File: src/rtl/ahb_pkg.sv
// Shared AHB-Lite encodings and arbiter types for the two-master SRAM arbiter.
package ahb_pkg;
  localparam logic [1:0] HTRANS_IDLE   = 2'b00;
  localparam logic [1:0] HTRANS_BUSY   = 2'b01;
  localparam logic [1:0] HTRANS_NONSEQ = 2'b10;
  localparam logic [1:0] HTRANS_SEQ    = 2'b11;

  localparam logic HRESP_OKAY  = 1'b0;
  localparam logic HRESP_ERROR = 1'b1;

  typedef enum logic [1:0] {ARB_IDLE, ARB_OWN0, ARB_OWN1} arb_state_e;

  typedef struct packed {
    logic       hsel;
    logic [1:0] htrans;
    logic       hwrite;
    logic [2:0] hsize;
    logic [2:0] hburst;
    logic [3:0] hprot;
  } ahb_ctrl_t;
endpackage

File: src/rtl/ahb_arb_in_stage.sv
// Per-master input stage: holds an address phase the arbiter could not issue
// and presents either the held phase or the live one.
module ahb_arb_in_stage
  import ahb_pkg::*;
#(
  parameter int ADDR_BITS = 12
) (
  input  logic                 hclk_i,
  input  logic                 hrst_i,
  input  logic [ADDR_BITS-1:0] haddr_i,
  input  ahb_ctrl_t            ctrl_i,
  input  logic                 hready_i,
  input  logic                 accept_i,
  output logic [ADDR_BITS-1:0] haddr_o,
  output ahb_ctrl_t            ctrl_o,
  output logic                 req_o,
  output logic                 pend_o
);
  logic                 live;
  logic [ADDR_BITS-1:0] addr_q;
  ahb_ctrl_t            ctrl_q;

  // A live phase only exists when the master itself sees hready high.
  assign live    = ctrl_i.hsel & ctrl_i.htrans[1] & hready_i;
  assign req_o   = live | pend_o;
  assign haddr_o = pend_o ? addr_q : haddr_i;
  assign ctrl_o  = pend_o ? ctrl_q : ctrl_i;

  always_ff @(posedge hclk_i or posedge hrst_i) begin
    if (hrst_i) begin
      pend_o <= 1'b0;
      addr_q <= '0;
      ctrl_q <= '0;
    end else if (pend_o && accept_i) begin
      pend_o <= 1'b0;
    end else if (live && !accept_i) begin
      pend_o <= 1'b1;
      addr_q <= haddr_i;
      ctrl_q <= ctrl_i;
    end
  end
endmodule

File: src/rtl/ahb_sram_arbiter.sv
// Two-master AHB-Lite arbiter in front of the SRAM wrapper: burst-locked
// round-robin ownership with zero added latency when uncontended.
module ahb_sram_arbiter
  import ahb_pkg::*;
#(
  parameter int ADDR_BITS  = 12,
  parameter int DATA_WIDTH = 32
) (
  input  logic                  hclk_i,
  input  logic                  hrst_i,
  input  logic                  m0_hsel_i,
  input  logic [ADDR_BITS-1:0]  m0_haddr_i,
  input  logic [1:0]            m0_htrans_i,
  input  logic                  m0_hwrite_i,
  input  logic [2:0]            m0_hsize_i,
  input  logic [2:0]            m0_hburst_i,
  input  logic [3:0]            m0_hprot_i,
  input  logic [DATA_WIDTH-1:0] m0_hwdata_i,
  output logic                  m0_hreadyout_o,
  output logic [DATA_WIDTH-1:0] m0_hrdata_o,
  output logic                  m0_hresp_o,
  input  logic                  m1_hsel_i,
  input  logic [ADDR_BITS-1:0]  m1_haddr_i,
  input  logic [1:0]            m1_htrans_i,
  input  logic                  m1_hwrite_i,
  input  logic [2:0]            m1_hsize_i,
  input  logic [2:0]            m1_hburst_i,
  input  logic [3:0]            m1_hprot_i,
  input  logic [DATA_WIDTH-1:0] m1_hwdata_i,
  output logic                  m1_hreadyout_o,
  output logic [DATA_WIDTH-1:0] m1_hrdata_o,
  output logic                  m1_hresp_o,
  output logic                  s_hsel_o,
  output logic [ADDR_BITS-1:0]  s_haddr_o,
  output logic [1:0]            s_htrans_o,
  output logic                  s_hwrite_o,
  output logic [2:0]            s_hsize_o,
  output logic [2:0]            s_hburst_o,
  output logic [3:0]            s_hprot_o,
  output logic [DATA_WIDTH-1:0] s_hwdata_o,
  output logic                  s_hready_o,
  input  logic                  s_hreadyout_i,
  input  logic [DATA_WIDTH-1:0] s_hrdata_i,
  input  logic                  s_hresp_i
);
  arb_state_e                   st;
  logic                         last_grant, data_valid, data_owner;
  logic                         gnt_vld, gnt_id, own;
  ahb_ctrl_t [1:0]              ctrl_in, ctrl_sel;
  logic [1:0][ADDR_BITS-1:0]    addr_in, addr_sel;
  logic [1:0]                   req, pend, acc, hrdy, hresp;
  ahb_ctrl_t                    owner_ctrl;

  assign ctrl_in[0] = '{hsel: m0_hsel_i, htrans: m0_htrans_i, hwrite: m0_hwrite_i,
                        hsize: m0_hsize_i, hburst: m0_hburst_i, hprot: m0_hprot_i};
  assign ctrl_in[1] = '{hsel: m1_hsel_i, htrans: m1_htrans_i, hwrite: m1_hwrite_i,
                        hsize: m1_hsize_i, hburst: m1_hburst_i, hprot: m1_hprot_i};
  assign addr_in[0] = m0_haddr_i;
  assign addr_in[1] = m1_haddr_i;

  for (genvar n = 0; n < 2; n++) begin : g_in
    ahb_arb_in_stage #(.ADDR_BITS(ADDR_BITS)) u_in (
      .hclk_i   (hclk_i),
      .hrst_i   (hrst_i),
      .haddr_i  (addr_in[n]),
      .ctrl_i   (ctrl_in[n]),
      .hready_i (hrdy[n]),
      .accept_i (acc[n]),
      .haddr_o  (addr_sel[n]),
      .ctrl_o   (ctrl_sel[n]),
      .req_o    (req[n]),
      .pend_o   (pend[n])
    );
    assign acc[n]   = gnt_vld && (gnt_id == 1'(n)) && s_hreadyout_i;
    // A held phase keeps its master stalled even while a data phase completes.
    assign hrdy[n]  = pend[n] ? 1'b0 :
                      (data_valid && data_owner == 1'(n)) ? s_hreadyout_i : 1'b1;
    assign hresp[n] = (data_valid && data_owner == 1'(n)) ? s_hresp_i : HRESP_OKAY;
  end

  // Grant for the current address phase; held through SEQ/BUSY so bursts stay whole.
  assign own = (st == ARB_OWN1);
  always_comb begin
    gnt_vld = 1'b0;
    gnt_id  = 1'b0;
    if (st != ARB_IDLE &&
        (ctrl_sel[own].htrans == HTRANS_SEQ || ctrl_sel[own].htrans == HTRANS_BUSY)) begin
      gnt_vld = 1'b1;
      gnt_id  = own;
    end else if (req[0] && req[1]) begin
      gnt_vld = 1'b1;
      gnt_id  = !last_grant;
    end else if (req[0] || req[1]) begin
      gnt_vld = 1'b1;
      gnt_id  = req[1];
    end
    if (hrst_i) gnt_vld = 1'b0;
  end

  assign owner_ctrl = ctrl_sel[gnt_id];
  assign s_hsel_o   = gnt_vld & owner_ctrl.hsel;
  assign s_htrans_o = gnt_vld ? owner_ctrl.htrans : HTRANS_IDLE;
  assign s_haddr_o  = addr_sel[gnt_id];
  assign s_hwrite_o = owner_ctrl.hwrite;
  assign s_hsize_o  = owner_ctrl.hsize;
  assign s_hburst_o = owner_ctrl.hburst;
  assign s_hprot_o  = owner_ctrl.hprot;
  assign s_hwdata_o = data_owner ? m1_hwdata_i : m0_hwdata_i;
  assign s_hready_o = s_hreadyout_i;

  assign m0_hreadyout_o = hrdy[0];
  assign m1_hreadyout_o = hrdy[1];
  assign m0_hresp_o     = hresp[0];
  assign m1_hresp_o     = hresp[1];
  assign m0_hrdata_o    = s_hrdata_i;
  assign m1_hrdata_o    = s_hrdata_i;

  always_ff @(posedge hclk_i or posedge hrst_i) begin
    if (hrst_i) begin
      st         <= ARB_IDLE;
      last_grant <= 1'b1;
      data_valid <= 1'b0;
      data_owner <= 1'b0;
    end else if (s_hreadyout_i) begin
      st         <= !gnt_vld ? ARB_IDLE : (gnt_id ? ARB_OWN1 : ARB_OWN0);
      if (gnt_vld && s_htrans_o == HTRANS_NONSEQ) last_grant <= gnt_id;
      data_valid <= s_hsel_o && s_htrans_o[1];
      data_owner <= gnt_id;
    end
  end
endmodule

File: config.mk
export PLATFORM = sky130hd
export DESIGN_NAME = ahb_sram_arbiter
export DESIGN_NICKNAME = d
export VERILOG_FILES = /design/src/rtl/ahb_pkg.sv /design/src/rtl/ahb_arb_in_stage.sv /design/src/rtl/ahb_sram_arbiter.sv
export SDC_FILE = /design/constraint.sdc
export NUM_CORES = 1
export LEC_CHECK = 0
export BUFFER_PORTS_ARGS = -buffer_cell sky130_fd_sc_hd__buf_2
export CORE_AREA = 2 2 107 109
export DETAILED_ROUTE_END_ITERATION = 16
export DIE_AREA = 0 0 109 111
export PLACE_DENSITY = 0.83
export SETUP_SLACK_MARGIN = 0.15
export SYNTH_ARGS = -nofsm -noshare
export SYNTH_HDL_FRONTEND = slang
export SYNTH_SLANG_ARGS = --single-unit
File: constraint.sdc
create_clock -name hclk_i -period 6.3 [get_ports hclk_i]
set_input_delay 0.315 -clock hclk_i [delete_from_list [all_inputs] [get_ports hclk_i]]
set_output_delay 0.315 -clock hclk_i [all_outputs]
set_load 0.01 [all_outputs]
== After elaboration in Yosys (flattened, before gate mapping) ==
Cells that the tools add are included.

* $lt $le $gt $ge: 2
* Equal/unequal tests: 4
* Multiplexer cells: 31
* Bitwise gates (word level): 11
* Reduce and logical (&&, ||, !) cells: 25

{| class="wikitable"
|+ Operator list
! kind !! number
|-
| 14-bit two-way mux || 4
|-
| 12-bit two-way mux || 4
|-
| 32-bit two-way mux || 1
|-
| 13-bit two-way mux || 2
|-
| 1-bit two-way mux || 17
|-
| 1-bit logical AND || 14
|-
| 2-bit == test (second input constant) || 3
|-
| 2-bit two-way mux || 3
|-
| 2-bit AND reduction || 3
|-
| 2-bit nonzero test || 3
|-
| 1-bit AND || 5
|-
| 1-bit by 2-bit less-than comparator with 1-bit output (second input constant) || 2
|-
| 1-bit NOT || 4
|-
| 1-bit zero test || 3
|-
| 2-bit by 1-bit == test with 1-bit output (second input constant) || 1
|-
| 1-bit logical OR || 2
|-
| 1-bit bitwise OR || 2
|}

* Register bits after elaboration: 59
* Bits of input ports: 152
* Word-level logic and storage cells: 93

== Logic depth before layout (Yosys ltp) ==
Gate-level depths: netlist of the first run.

* Depth in word-level cells: 17
* Mapped depth: 9
* Gate-level depth less buffers: 6

== Cells and area by module ==
Synthesis of the first run repeated with hierarchy kept, for this count alone.

* Cells, all modules: 399
* Area total of the unflattened synthesis: 4380.5 um^2

{| class="wikitable"
|+ By module, submodules not included
! module !! times used !! cells an instance !! area each (um^2) !! seq. area each (um^2)
|-
| ahb_arb_in_stage || 2 || 88 || 1398.8 || 675.6
|-
| ahb_sram_arbiter || 1 || 223 || 1582.8 || 126.4
|}

== Worst setup path before layout of the first run ==
OpenSTA, ideal clock, no wires.

* Path type: reg-to-reg
* Start point: register g_in[0].u_in.pend_o
* End point: register g_in[1].u_in.addr_q[0]
* Setup time: 125 ps
* Arrival time: 2299 ps
* Required time: 6175 ps
* Slack: 3876 ps
* Cell stages (with the launch flop): 8
* Path buffers: 1
* Period minus slack after synthesis: 2424 ps
* Cells stage by stage: dfrtp_1 > mux2_2 > a221oi_2 > a21boi_4 > or3_1 > nand4_2 > buf_2 > mux2_2

* Longest elaborated chain between the ends: 13
* Elaborated cells between the ends (all ways): 26
* Those cells by class: eq/ne (2); mux (11); bitwise (3); reduce/logical (10)

{| class="wikitable"
|+ RTL lines
! item !! RTL line !! source
|-
| start: declaration || ahb_arb_in_stage.sv:17 || <nowiki>output logic pend_o</nowiki>
|-
| start signal: assignment || ahb_arb_in_stage.sv:31 || <nowiki>pend_o <= 1'b0;</nowiki>
|-
| start signal: assignment || ahb_arb_in_stage.sv:35 || <nowiki>pend_o <= 1'b0;</nowiki>
|-
| start signal: assignment || ahb_arb_in_stage.sv:37 || <nowiki>pend_o <= 1'b1;</nowiki>
|-
| 1-bit two-way mux / 14-bit two-way mux (equally long branches) || ahb_sram_arbiter.sv:76, ahb_arb_in_stage.sv:27 ||
|-
| 1-bit AND / 13-bit two-way mux (equally long branches) || ahb_arb_in_stage.sv:24, ahb_sram_arbiter.sv:87 ||
|-
| 1-bit bitwise OR / 13-bit two-way mux (equally long branches) || ahb_arb_in_stage.sv:25, ahb_sram_arbiter.sv:87 ||
|-
| 1-bit logical OR (tied with other cells) || ahb_sram_arbiter.sv:93 || <nowiki>end else if (req[0] || req[1]) begin</nowiki>
|-
| 1-bit two-way mux / 1-bit logical OR (equally long branches) || ahb_sram_arbiter.sv:93, ahb_sram_arbiter.sv:87 ||
|-
| 1-bit two-way mux / 1-bit logical AND (equally long branches) || ahb_sram_arbiter.sv:90, ahb_sram_arbiter.sv:86 ||
|-
| 1-bit two-way mux || ahb_sram_arbiter.sv:86 || <nowiki>if (st != ARB_IDLE &&</nowiki>
|-
| 1-bit two-way mux || ahb_sram_arbiter.sv:97 || <nowiki>if (hrst_i) gnt_vld = 1'b0;</nowiki>
|-
| 1-bit logical AND (*) (2 in a row) || ahb_sram_arbiter.sv:74 || <nowiki>assign acc[n] = gnt_vld && (gnt_id == 1'(n)) && s_hreadyout_i;</nowiki>
|-
| 1-bit zero test / 1-bit logical AND (equally long branches) || ahb_arb_in_stage.sv:36, ahb_arb_in_stage.sv:34 ||
|-
| 1-bit logical AND / 1-bit NOT (equally long branches) || n/a ||
|-
| 2-bit AND reduction (no source line) (*) || n/a ||
|-
| end signal: assignment || ahb_arb_in_stage.sv:38 || <nowiki>addr_q <= haddr_i;</nowiki>
|-
| end: declaration || ahb_arb_in_stage.sv:20 || <nowiki>logic [ADDR_BITS-1:0] addr_q;</nowiki>
|}

Every way passes the cells marked *; elsewhere a longest branch is shown, timed or not. The select of a mux whose other input is x is not followed.
A chain may end at the register's enable or synchronous reset.

== Worst setup path after layout of the first run ==
* Start point: register g_in[1].u_in.pend_o
* End point: output port s_htrans_o[1]

* Longest elaborated chain between the ends: 10
* Elaborated cells between the ends (all ways): 22
* Those cells by class: eq/ne (2); mux (14); bitwise (2); reduce/logical (4)

{| class="wikitable"
|+ RTL lines
! item !! RTL line !! source
|-
| start: declaration || ahb_arb_in_stage.sv:17 ||
|-
| start signal: assignment || ahb_arb_in_stage.sv:31 ||
|-
| start signal: assignment || ahb_arb_in_stage.sv:35 ||
|-
| start signal: assignment || ahb_arb_in_stage.sv:37 ||
|-
| 1-bit two-way mux / 14-bit two-way mux (equally long branches) || ahb_sram_arbiter.sv:76, ahb_arb_in_stage.sv:27 ||
|-
| 1-bit AND / 13-bit two-way mux (equally long branches) || ahb_arb_in_stage.sv:24, ahb_sram_arbiter.sv:87 ||
|-
| 1-bit bitwise OR / 13-bit two-way mux (equally long branches) || ahb_arb_in_stage.sv:25, ahb_sram_arbiter.sv:87 ||
|-
| 1-bit logical OR (tied with other cells) || ahb_sram_arbiter.sv:93 ||
|-
| 1-bit two-way mux / 1-bit logical OR (equally long branches) || ahb_sram_arbiter.sv:93, ahb_sram_arbiter.sv:87 ||
|-
| 1-bit two-way mux / 1-bit logical AND (equally long branches) || ahb_sram_arbiter.sv:90, ahb_sram_arbiter.sv:86 ||
|-
| 1-bit two-way mux || ahb_sram_arbiter.sv:86 ||
|-
| 14-bit two-way mux (not written as such) (2 in a row) || ahb_sram_arbiter.sv:100 || <nowiki>assign owner_ctrl = ctrl_sel[gnt_id];</nowiki>
|-
| 2-bit two-way mux (*) || ahb_sram_arbiter.sv:102 || <nowiki>assign s_htrans_o = gnt_vld ? owner_ctrl.htrans : HTRANS_IDLE;</nowiki>
|-
| end: declaration || ahb_sram_arbiter.sv:35 || <nowiki>output logic [1:0] s_htrans_o,</nowiki>
|}

Marks and branches as above.

==> results of run 1 <==
[state kept, by name, summed over array words and instances (netlist names)]
signal	count
data_owner	1
data_valid	1
g_in.u_in.addr_q	24
g_in.u_in.ctrl_q	28
g_in.u_in.pend_o	2
last_grant	1
st	2
[final cells by class]
type,count,area [sq um],share of cell area [%]
diodes,2,5.005,0.1012
clock buffers,10,229.0,4.628
clock inverters,6,80.08,1.619
inverters,5,18.77,0.3794
multi-input cells,223,2002,40.47
flip-flops and latches,59,1478,29.87
well taps,143,178.9,3.617
repair buffers,188,955.9,19.32
[metrics by stage]
stage	worst slack [ns]	power [mW]	util, %
3_3_place_gp	3.018	2.034	41.83
3_5_place_dp	2.882	2.093	41.83
2_1_floorplan	3.876	1.671	-
5_1_grt	2.621	2.761	44.64
4_1_cts	2.830	2.612	44.62
6_report	2.820	2.609	44.66
[worst max-delay path, delay by kind of cell, from the launching register on]
kind	cells	cell delay [ns]
AND/OR/NAND/NOR	1	0.16
AO/OA/AOI/OAI	3	0.57
flip-flops	1	0.86
multiplexers	1	0.36
buffers and inverters	3	0.88
[Yosys cell counts, types with 2 or more instances]
| cell type | instances | share of area [%] |
|---|---|---|
| nand2b_1 | 3 | 0.46 |
| nand2_1 | 3 | 0.27 |
| mux2_2 | 65 | 18 |
| buf_1 | 5 | 0.46 |
| buf_6 | 3 | 0.82 |
| dfrtp_1 | 58 | 35 |
| mux2i_1 | 28 | 6.8 |
| buf_2 | 4 | 0.49 |
| nor2_1 | 5 | 0.46 |
| inv_1 | 5 | 0.46 |
| clkbuf_1 | 10 | 0.91 |
| o21ai_0 | 2 | 0.24 |
| and3_1 | 2 | 0.30 |
| a211oi_1 | 25 | 4.6 |
| nor2b_1 | 28 | 4.3 |
| a21oi_1 | 28 | 3.4 |
| buf_4 | 67 | 12 |
| mux2_4 | 18 | 6.6 |
| or2_2 | 2 | 0.30 |
[cells by family after synthesis]
group | count (synthesis) | synth area share, %
muxes | 111 | 31.19
buffers and inverters | 94 | 15.37
AOI/OAI and AO/OA | 62 | 10.04
DFF | 59 | 35.94
and+or+nand+nor | 50 | 7.456
[how the worst max path moves through the flow]
| stage | slack [ns] | depth (start not counted) | end |
|---|---|---|---|
| 4_1_cts | 2.83 | 8 | s_htrans_o[1] |
| 6_report | 2.82 | 8 | s_htrans_o[1] |
| 3_5_place_dp | 2.88 | 9 | g_in[0].u_in.addr_q[3] |
| 3_3_place_gp | 3.02 | 8 | g_in[0].u_in.ctrl_q[8] |
| 2_1_floorplan | 3.88 | 7 | g_in[1].u_in.addr_q[0] |
| 5_1_grt | 2.62 | 9 | g_in[0].u_in.ctrl_q[2] |
[layer usage]
metal / GRT usage, % / up-vias
met2: 35.82 / 202
met5: 0 / -
met4: 5.556 / 4
li1: - / 1491
met1: 24.44 / 1576
met3: 9.641 / 22
[power breakdown]
group	leakage (nW)	internal (mW)	total [mW]	switching, mW
logic	1.57	0.680	1.41	0.729
clock network	0.156	0.343	0.509	0.166
registers	0.692	0.561	0.691	0.130
==> impl_metrics.py, run 1 <==
metrics = {
    "critical_path": {
        "crit_required_ns": 5.98,
        "worstPathArrival_ns": 3.16,
        "path_common_cell": "buf_4",
        "path_cells": "buf_4, a21oi_1, a221oi_2, a21boi_4, buf_4, mux2_2, nor2_1, buf_2",
        "slowest_delay_ns": 0.86,
        "r2r_end": "g_in[0].u_in.addr_q[4]",
        "crit_path_max_fanout": 53,
        "worst_path_max_delay_cell": "dfrtp_1",
        "rr_worst_depth": 9,
        "start_kind": "register",
        "cp-startpoint": "g_in[1].u_in.pend_o",
        "rr_startpoint": "g_in[1].u_in.pend_o",
        "crit_path_end_kind": "output pin",
        "critPathKind": "register to output pin",
        "rrSetupSlack_ns": 2.82,
    },
    "sta": {
        "fmax_mhz": 287.4,
        "slew_viol_final": 0,
        "period_minus_slack_ns": 3.480,
        "period_share_pct": 55.24,
        "slew_headroom_pct": 39.67,
        "fin_setup_tns_ns": 0,
        "hold_ws_ns": 0.2374,
        "worst_clock_skew_ns": 0.006029,
        "setup_viol": 0,
        "finalHoldViolCount": 0,
        "rsz0062_at_grt": "no",
        "worst_pin_slew_ns": 0.9028,
    },
    "outcome": {
        "status": "finished, final reports clean",
    },
    "finish": {
        "nNetsFinal": 638,
        "fillers": 1012,
        "layout_common_cells": "buf_2, mux2_2, dfrtp_1",
        "final_cells": 636,
        "drive_gt1_share_pct": 60.08,
        "layout_commonest_cell": "buf_2",
        "area_growth_syn_to_layout_pct": 20.33,
        "fin_area_sq_um": 4947,
    },
    "routing": {
        "wl_per_cell_um": 20.75,
        "drt-met1-wl_mm": 4.830,
        "drtAntennaViolNets": 0,
        "drtIter0Drc": 228,
        "top_layer": "met5",
        "met2_length_mm": 6.537,
        "drt_first_pass_iters": 4,
        "routed-wl-met3_mm": 1.616,
        "wl_mm": 13.20,
        "routed-via-count": 3295,
        "post-route-drc-count": 0,
        "viasPerCell": 5.181,
    },
    "global_routing": {
        "grt_pass1_vias": 3375,
        "track_usage_pct": 21.36,
        "grt_pass1_wl_mm": 19.13,
        "grt_antenna_before_repair": 4,
        "grt_start_max_net_pins": 60,
        "grt_remaining_overflow": 0,
    },
    "hold_path": {
        "whs_path_depth": 2,
        "whs_endpoint": "g_in[1].u_in.addr_q[11]",
        "hold_start": "m1_haddr_i[11]",
        "hold_path_class": "input port to register",
    },
    "floorplan": {
        "die_y_um": 111,
        "core_area_sq_um": 11080,
        "fp.dieW_um": 109,
        "start_util_pct": 37.12,
        "pin_count": 279,
        "fp-row-count": 39,
        "dieArea_sq_um": 12100,
    },
    "power": {
        "p_leak_nw": 2.419,
        "p_per_area_nw_per_um2": 527.4,
        "ir_drop_mv": 0.2738,
    },
    "place": {
        "hpwl_mm": 10.46,
        "dpl-instance-area_sq_um": 4633,
        "port_buffers": 182,
        "dp.cells": 618,
        "gp_congestion": 0.9917,
    },
    "cts": {
        "cts_tree": "yes",
        "post-cts-setup-buffers": 0,
        "clock_path_buffers": 2,
        "clk_latency_ns": 0.32,
        "h-tree-depth": 3,
        "cts_hold_buf": 0,
        "numClockSinks": 59,
        "clockRootBuffer": "clkbuf_16",
        "cts_resized": 0,
        "cts_buffers": 9,
        "path_clk_slew_ns": 0.05,
    },
    "logic_synthesis": {
        "seq_area_frac_synth_pct": 35.94,
        "synth_cell_types": 34,
        "avgSynthCellArea_sq_um": 10.93,
        "synth_edf_count": 0,
        "synth_area_sq_um": 4111,
        "syn_inst": 376,
        "synth-async-reset-ratio_pct": 100.0,
        "ys_ff_latch": 59,
        "ys_warn_count": 0,
        "synthesis.nets": 528,
        "ys.flop_type": "dfrtp_1",
    },
    "job": {
        "maxCapViolCount": 0,
    },
}
(Power assumes the default switching activity.)
==> run 2, diff against run 1 <==
CORE_AREA = not set   (was 2 2 107 109)
CORE_MARGIN = 2   (was not set)
CORE_UTILIZATION = 38   (was not set)
DIE_AREA = not set   (was 0 0 109 111)
PLACE_DENSITY = 0.86   (was 0.83)
clock period = 3 ns   (was 6.3 ns; I/O delays follow)
==> impl_metrics.py, run 2 (synthesis gave the netlist of run 1 again) <==
metrics = {
    "outcome": {
        "status": "finished, final reports clean",
    },
    "sta": {
        "slew_viol_final": 0,
        "fin_setup_tns_ns": 0,
        "period_minus_slack_ns": 2.606,
        "rsz0062_at_grt": "no",
        "worst_clock_skew_ns": 0.009140,
        "finalHoldViolCount": 0,
        "slew_headroom_pct": 55.79,
        "fmax_mhz": 383.7,
        "setup_viol": 0,
        "worst_pin_slew_ns": 0.6621,
        "period_share_pct": 86.87,
        "fin_ws_ns": 0.3938,
    },
    "place": {
        "gp_congestion": 0.8325,
        "dpl-instance-area_sq_um": 4664,
        "port_buffers": 182,
        "dp.cells": 616,
        "hpwl_mm": 10.47,
        "dpl_worst_slack_ns": 0.4005,
    },
    "critical_path": {
        "worstPathArrival_ns": 2.46,
        "path_cells": "buf_4, nor2_1, a211o_1, a21boi_4, buf_4, a211oi_1, a21oi_1, buf_2",
        "crit_required_ns": 2.85,
        "slowest_delay_ns": 0.37,
        "path_common_cell": "buf_4",
        "crit_path_max_fanout": 24,
        "crit_path_end_kind": "output pin",
        "start_kind": "register",
        "worst_path_max_delay_cell": "dfrtp_2",
        "critPathKind": "register to output pin",
    },
    "cts": {
        "clockRootBuffer": "clkbuf_8",
        "clk_latency_ns": 0.33,
        "cts_tree": "yes",
        "path_clk_slew_ns": 0.07,
        "numClockSinks": 59,
        "cts_buffers": 9,
        "h-tree-depth": 3,
        "post-cts-setup-buffers": 0,
        "clock_path_buffers": 2,
    },
    "global_routing": {
        "track_usage_pct": 21.61,
        "grt_start_max_net_pins": 36,
        "grt_remaining_overflow": 0,
        "grt_pass1_wl_mm": 18.73,
        "grt_antenna_before_repair": 3,
        "grt_pass1_vias": 3389,
    },
    "finish": {
        "layout_commonest_cell": "buf_2",
        "largest-register": "g_in.u_in.ctrl_q",
        "area_growth_syn_to_layout_pct": 19.42,
        "nNetsFinal": 644,
        "fin_area_sq_um": 4910,
        "layout_common_cells": "buf_2, mux2_2, dfrtp_1",
        "largest_reg_flops": 28,
        "fillers": 962,
        "drive_gt1_share_pct": 60.69,
        "final_cells": 634,
        "largestRegisters": "g_in.u_in.ctrl_q x28, g_in.u_in.addr_q x24",
        "finish.utilization_pct": 47.14,
    },
    "power": {
        "p_leak_nw": 2.402,
        "ir_drop_mv": 0.5771,
        "p_per_area_nw_per_um2": 1068,
    },
    "floorplan": {
        "pin_count": 279,
        "fp.dieW_um": 108.0,
        "core_area_sq_um": 10420,
        "fp-row-count": 37,
        "start_util_pct": 39.47,
        "die_y_um": 108.0,
        "dieArea_sq_um": 11670,
    },
    "job": {
        "maxCapViolCount": 0,
    },
    "routing": {
        "post-route-drc-count": 0,
        "viasPerCell": 5.200,
        "drtAntennaViolNets": 0,
        "drt_first_pass_iters": 4,
        "wl_mm": 12.84,
        "routed-via-count": 3297,
        "drtIter0Drc": 155,
        "wl_per_cell_um": 20.25,
    },
    "hold_path": {
        "hold_path_class": "input port to register",
    },
}
==> run 2: what timing repair did <==
| item | 4_1_cts | 5_1_grt |
|---|---|---|
| gates resized for setup | 0 | 0 |
| endpoints found under the setup margin | 0 | 0 |
| hold buffers | 1 | 0 |
| hold endpoints to repair | 28 | 0 |
==> run 2: routing by layer <==
layer / track usage (%) / vias up / share of wire (%)
met5: 0 / - / 0.16
li1: - / 1510 / -
met4: 7.692 / 4 / 2.1
met1: 25.76 / 1574 / 39
met2: 35.98 / 183 / 50
met3: 7.836 / 26 / 9.3
==> run 2: layout make-up <==
type                            instances  area (sq um)  share of cell area (%)
Clock inverter                          5         102.6                   2.090
Tap cell                              136         170.2                   3.466
Antenna cell                            2         5.005                  0.1019
Multi-Input combinational cell        223          2003                   40.80
Timing Repair Buffer                  194          1003                   20.44
Inverter                                5         18.77                  0.3823
Sequential cell                        59          1479                   30.12
Clock buffer                           10         127.6                   2.599
==> run 2: power breakdown <==
| part | total, mW | switching (mW) | internal [mW] |
|---|---|---|---|
| logic | 2.99 | 1.53 | 1.46 |
| clock network | 0.859 | 0.313 | 0.546 |
| registers | 1.40 | 0.221 | 1.18 |
==> run 2: through the flow <==
| step | power (mW) | hold WS (ns) |
|---|---|---|
| final | 5.245 | 0.05432 |
| after global routing | 5.578 | 0.04084 |
| after CTS | 5.267 | 0.04337 |
| after detailed placement | 4.386 | 0.3001 |
| after global placement | 4.283 | 0.2889 |
| after floorplan | 3.508 | 0.2980 |
==> run 2: worst max-delay path, delay by kind of cell, from the launching register on <==
| family | cells | cell delay [ns] |
|---|---|---|
| buffers and inverters | 3 | 0.77 |
| AO/OA/AOI/OAI | 4 | 0.87 |
| flip-flops | 1 | 0.37 |
| AND/OR/NAND/NOR | 1 | 0.09 |
==> run 2: final timing paths <==
path / startpoint / to / slack [ns] / cells after the start
hold / removal: m1_haddr_i[3] / g_in[1].u_in.addr_q[3] / 0.05 / 2
max in group asynchronous: hrst_i / g_in[0].u_in.ctrl_q[13] / 1.64 / 4
hold reg to reg: g_in[1].u_in.ctrl_q[13] / g_in[1].u_in.ctrl_q[13] / 0.48 / 1
min in group asynchronous: hrst_i / st[1] / 0.52 / 3
setup / recovery: g_in[0].u_in.pend_o / s_hprot_o[0] / 0.39 / 8
setup reg to reg: g_in[0].u_in.pend_o / g_in[1].u_in.addr_q[11] / 0.40 / 7
==> run 3, diff against run 2 <==
MAX_ROUTING_LAYER = met4   (was not set)
==> impl_metrics.py, run 3 (synthesis gave the netlist of run 1 again) <==
metrics = {
    "global_routing": {
        "grt_start_max_net_pins": 36,
        "track_usage_pct": 22.28,
        "grt_antenna_before_repair": 2,
        "grt_remaining_overflow": 0,
        "grt_pass1_wl_mm": 18.75,
        "grt_pass1_vias": 3344,
    },
    "hold_path": {
        "hold_start": "m1_hburst_i[1]",
        "whs_path_depth": 2,
        "hold_path_class": "input port to register",
        "whs_endpoint": "g_in[1].u_in.ctrl_q[5]",
    },
    "floorplan": {
        "fp.dieW_um": 108.0,
        "die_y_um": 108.0,
        "core_area_sq_um": 10420,
        "fp-row-count": 37,
        "start_util_pct": 39.47,
        "dieArea_sq_um": 11670,
        "pin_count": 279,
    },
    "cts": {
        "clock_path_buffers": 2,
        "clockRootBuffer": "clkbuf_8",
        "cts_buffers": 9,
        "cts_tree": "yes",
        "h-tree-depth": 3,
        "clk_latency_ns": 0.34,
        "path_clk_slew_ns": 0.07,
        "numClockSinks": 59,
    },
    "finish": {
        "largestRegisters": "g_in.u_in.ctrl_q x28, g_in.u_in.addr_q x24",
        "layout_common_cells": "buf_2, mux2_2, dfrtp_1",
        "area_growth_syn_to_layout_pct": 17.89,
        "nNetsFinal": 644,
        "final_cells": 636,
        "largest-register": "g_in.u_in.ctrl_q",
        "drive_gt1_share_pct": 60.56,
        "fillers": 991,
        "layout_commonest_cell": "buf_2",
        "largest_reg_flops": 28,
    },
    "job": {
        "maxCapViolCount": 0,
    },
    "critical_path": {
        "start_kind": "register",
        "crit_path_end_kind": "output pin",
        "worstPathArrival_ns": 2.50,
        "path_buf_inv": 3,
        "critPathKind": "register to output pin",
        "path_common_cell": "a211oi_1",
        "rr_worst_depth": 8,
        "r2r_end": "g_in[0].u_in.addr_q[11]",
        "path_cells": "buf_4, nor2_1, a211o_1, a21boi_4, buf_6, a211oi_1, a211oi_1, buf_2",
        "path_delay_family": "compound AO/OA/AOI/OAI gates",
        "worst_path_max_delay_cell": "dfrtp_2",
        "rrSetupSlack_ns": 0.41,
        "slowest_delay_ns": 0.37,
        "crit_path_max_fanout": 26,
        "crit_required_ns": 2.85,
        "rr_startpoint": "g_in[0].u_in.pend_o",
    },
    "power": {
        "switching_share_pct": 41.29,
        "p_clk_share_pct": 12.4,
        "p_per_area_nw_per_um2": 1034,
        "p_sw_mw": 2.068,
        "ir_drop_mv": 0.5912,
        "p_leak_nw": 2.370,
        "comb_power_share_pct": 59.7,
        "intPower_mw": 2.941,
        "sequentialPowerShare_pct": 27.9,
    },
    "routing": {
        "drtAntennaViolNets": 0,
        "viasPerCell": 5.097,
        "routed-via-count": 3242,
        "drt_first_pass_iters": 4,
        "drtIter0Drc": 250,
        "post-route-drc-count": 0,
        "wl_per_cell_um": 20.01,
        "wl_mm": 12.73,
    },
    "place": {
        "gp_congestion": 0.8463,
        "hpwl_mm": 10.52,
        "dp.cells": 616,
        "port_buffers": 182,
    },
    "sta": {
        "setup_viol": 0,
        "finalHoldViolCount": 0,
        "slew_headroom_pct": 56.97,
        "worst_clock_skew_ns": 0.01063,
        "fmax_mhz": 378.1,
        "period_minus_slack_ns": 2.645,
        "hold_ws_ns": 0.05087,
        "worst_pin_slew_ns": 0.6445,
        "period_share_pct": 88.17,
        "rsz0062_at_grt": "no",
        "slew_viol_final": 0,
        "fin_setup_tns_ns": 0,
    },
    "outcome": {
        "status": "finished, final reports clean",
    },
}
## run 3: changes by cell type in the layout (fill, tap and decap cells not counted), sizes merged
| cell | before | now |
|---|---|---|
| bufinv | 3 | 0 |
| clkbuf | 10 | 11 |
| clkinv | 1 | 3 |
| clkinvlp | 1 | 2 |
| diode | 2 | 3 |
## run 3: area by class of cell
cell class	count	area, sq um	area share [%]
clock inverter	5	30.03	0.6195
sequential	59	1479	30.51
multi-input combinational	223	2003	41.33
tap	136	170.2	3.511
timing repair buffer	194	1007	20.78
clock buffer	11	131.4	2.710
inverter	5	18.77	0.3872
antenna	3	7.507	0.1549
## run 3: per-layer routing
| metal | routed length [um] | GRT usage [%] |
|---|---|---|
| met1 | 5176 | 26.61 |
| met4 | 231 | 7.143 |
| met5 | 0 | - |
| met2 | 6348 | 36.79 |
| met3 | 972 | 5.907 |
## run 3: worst reg2reg max path, stage by stage, from the launching register on
cell and delay [ns]:
dfrtp_2 0.37, buf_4 0.30, nor2_1 0.11, a211o_1 0.35
a21boi_4 0.22, or3b_1 0.39, and3_2 0.22, buf_4 0.21
mux2_4 0.32
## run 3: metrics by stage
stage / util (%) / power (mW) / area (sq um) / setup WS (ns)
after global placement: 44.78 / 4.282 / 4664 / 0.5052
after detailed placement: 44.78 / 4.387 / 4664 / 0.4363
final: 46.53 / 5.010 / 4847 / 0.3549
after floorplan: - / 3.508 / 4111 / 0.5764
after global routing: 46.51 / 5.347 / 4845 / 0.1786
after CTS: 46.43 / 5.023 / 4836 / 0.2978
## run 3: worst max-delay path by stage
stage / end / start / cells after the start
detailed placement: g_in[1].u_in.addr_q[5] / g_in[0].u_in.pend_o / 7
CTS: s_hsel_o / g_in[0].u_in.pend_o / 8
global placement: g_in[1].u_in.addr_q[1] / g_in[0].u_in.pend_o / 7
global route: s_hsel_o / g_in[0].u_in.pend_o / 8
finish: s_hsel_o / g_in[0].u_in.pend_o / 8
floorplan: g_in[1].u_in.addr_q[0] / g_in[0].u_in.pend_o / 7
## run 3: power groups by stage
stage / Clock [mW] / Sequential [mW] / Combinational [mW]
after detailed placement: 0 / 1.40 / 2.99
final: 0.621 / 1.40 / 2.99
after global routing: 0.668 / 1.45 / 3.23
after CTS: 0.632 / 1.40 / 2.99
after floorplan: 0 / 1.32 / 2.19
after global placement: 0 / 1.38 / 2.90
## run 3: timing repair
| item | 4_1_cts | 5_1_grt |
|---|---|---|
| resized for setup | 0 | 1 |
| setup buffers | 0 | 0 |
| hold buffers | 1 | 0 |
| setup endpoints to repair | 0 | 1 |
| hold endpoints to repair | 28 | 0 |
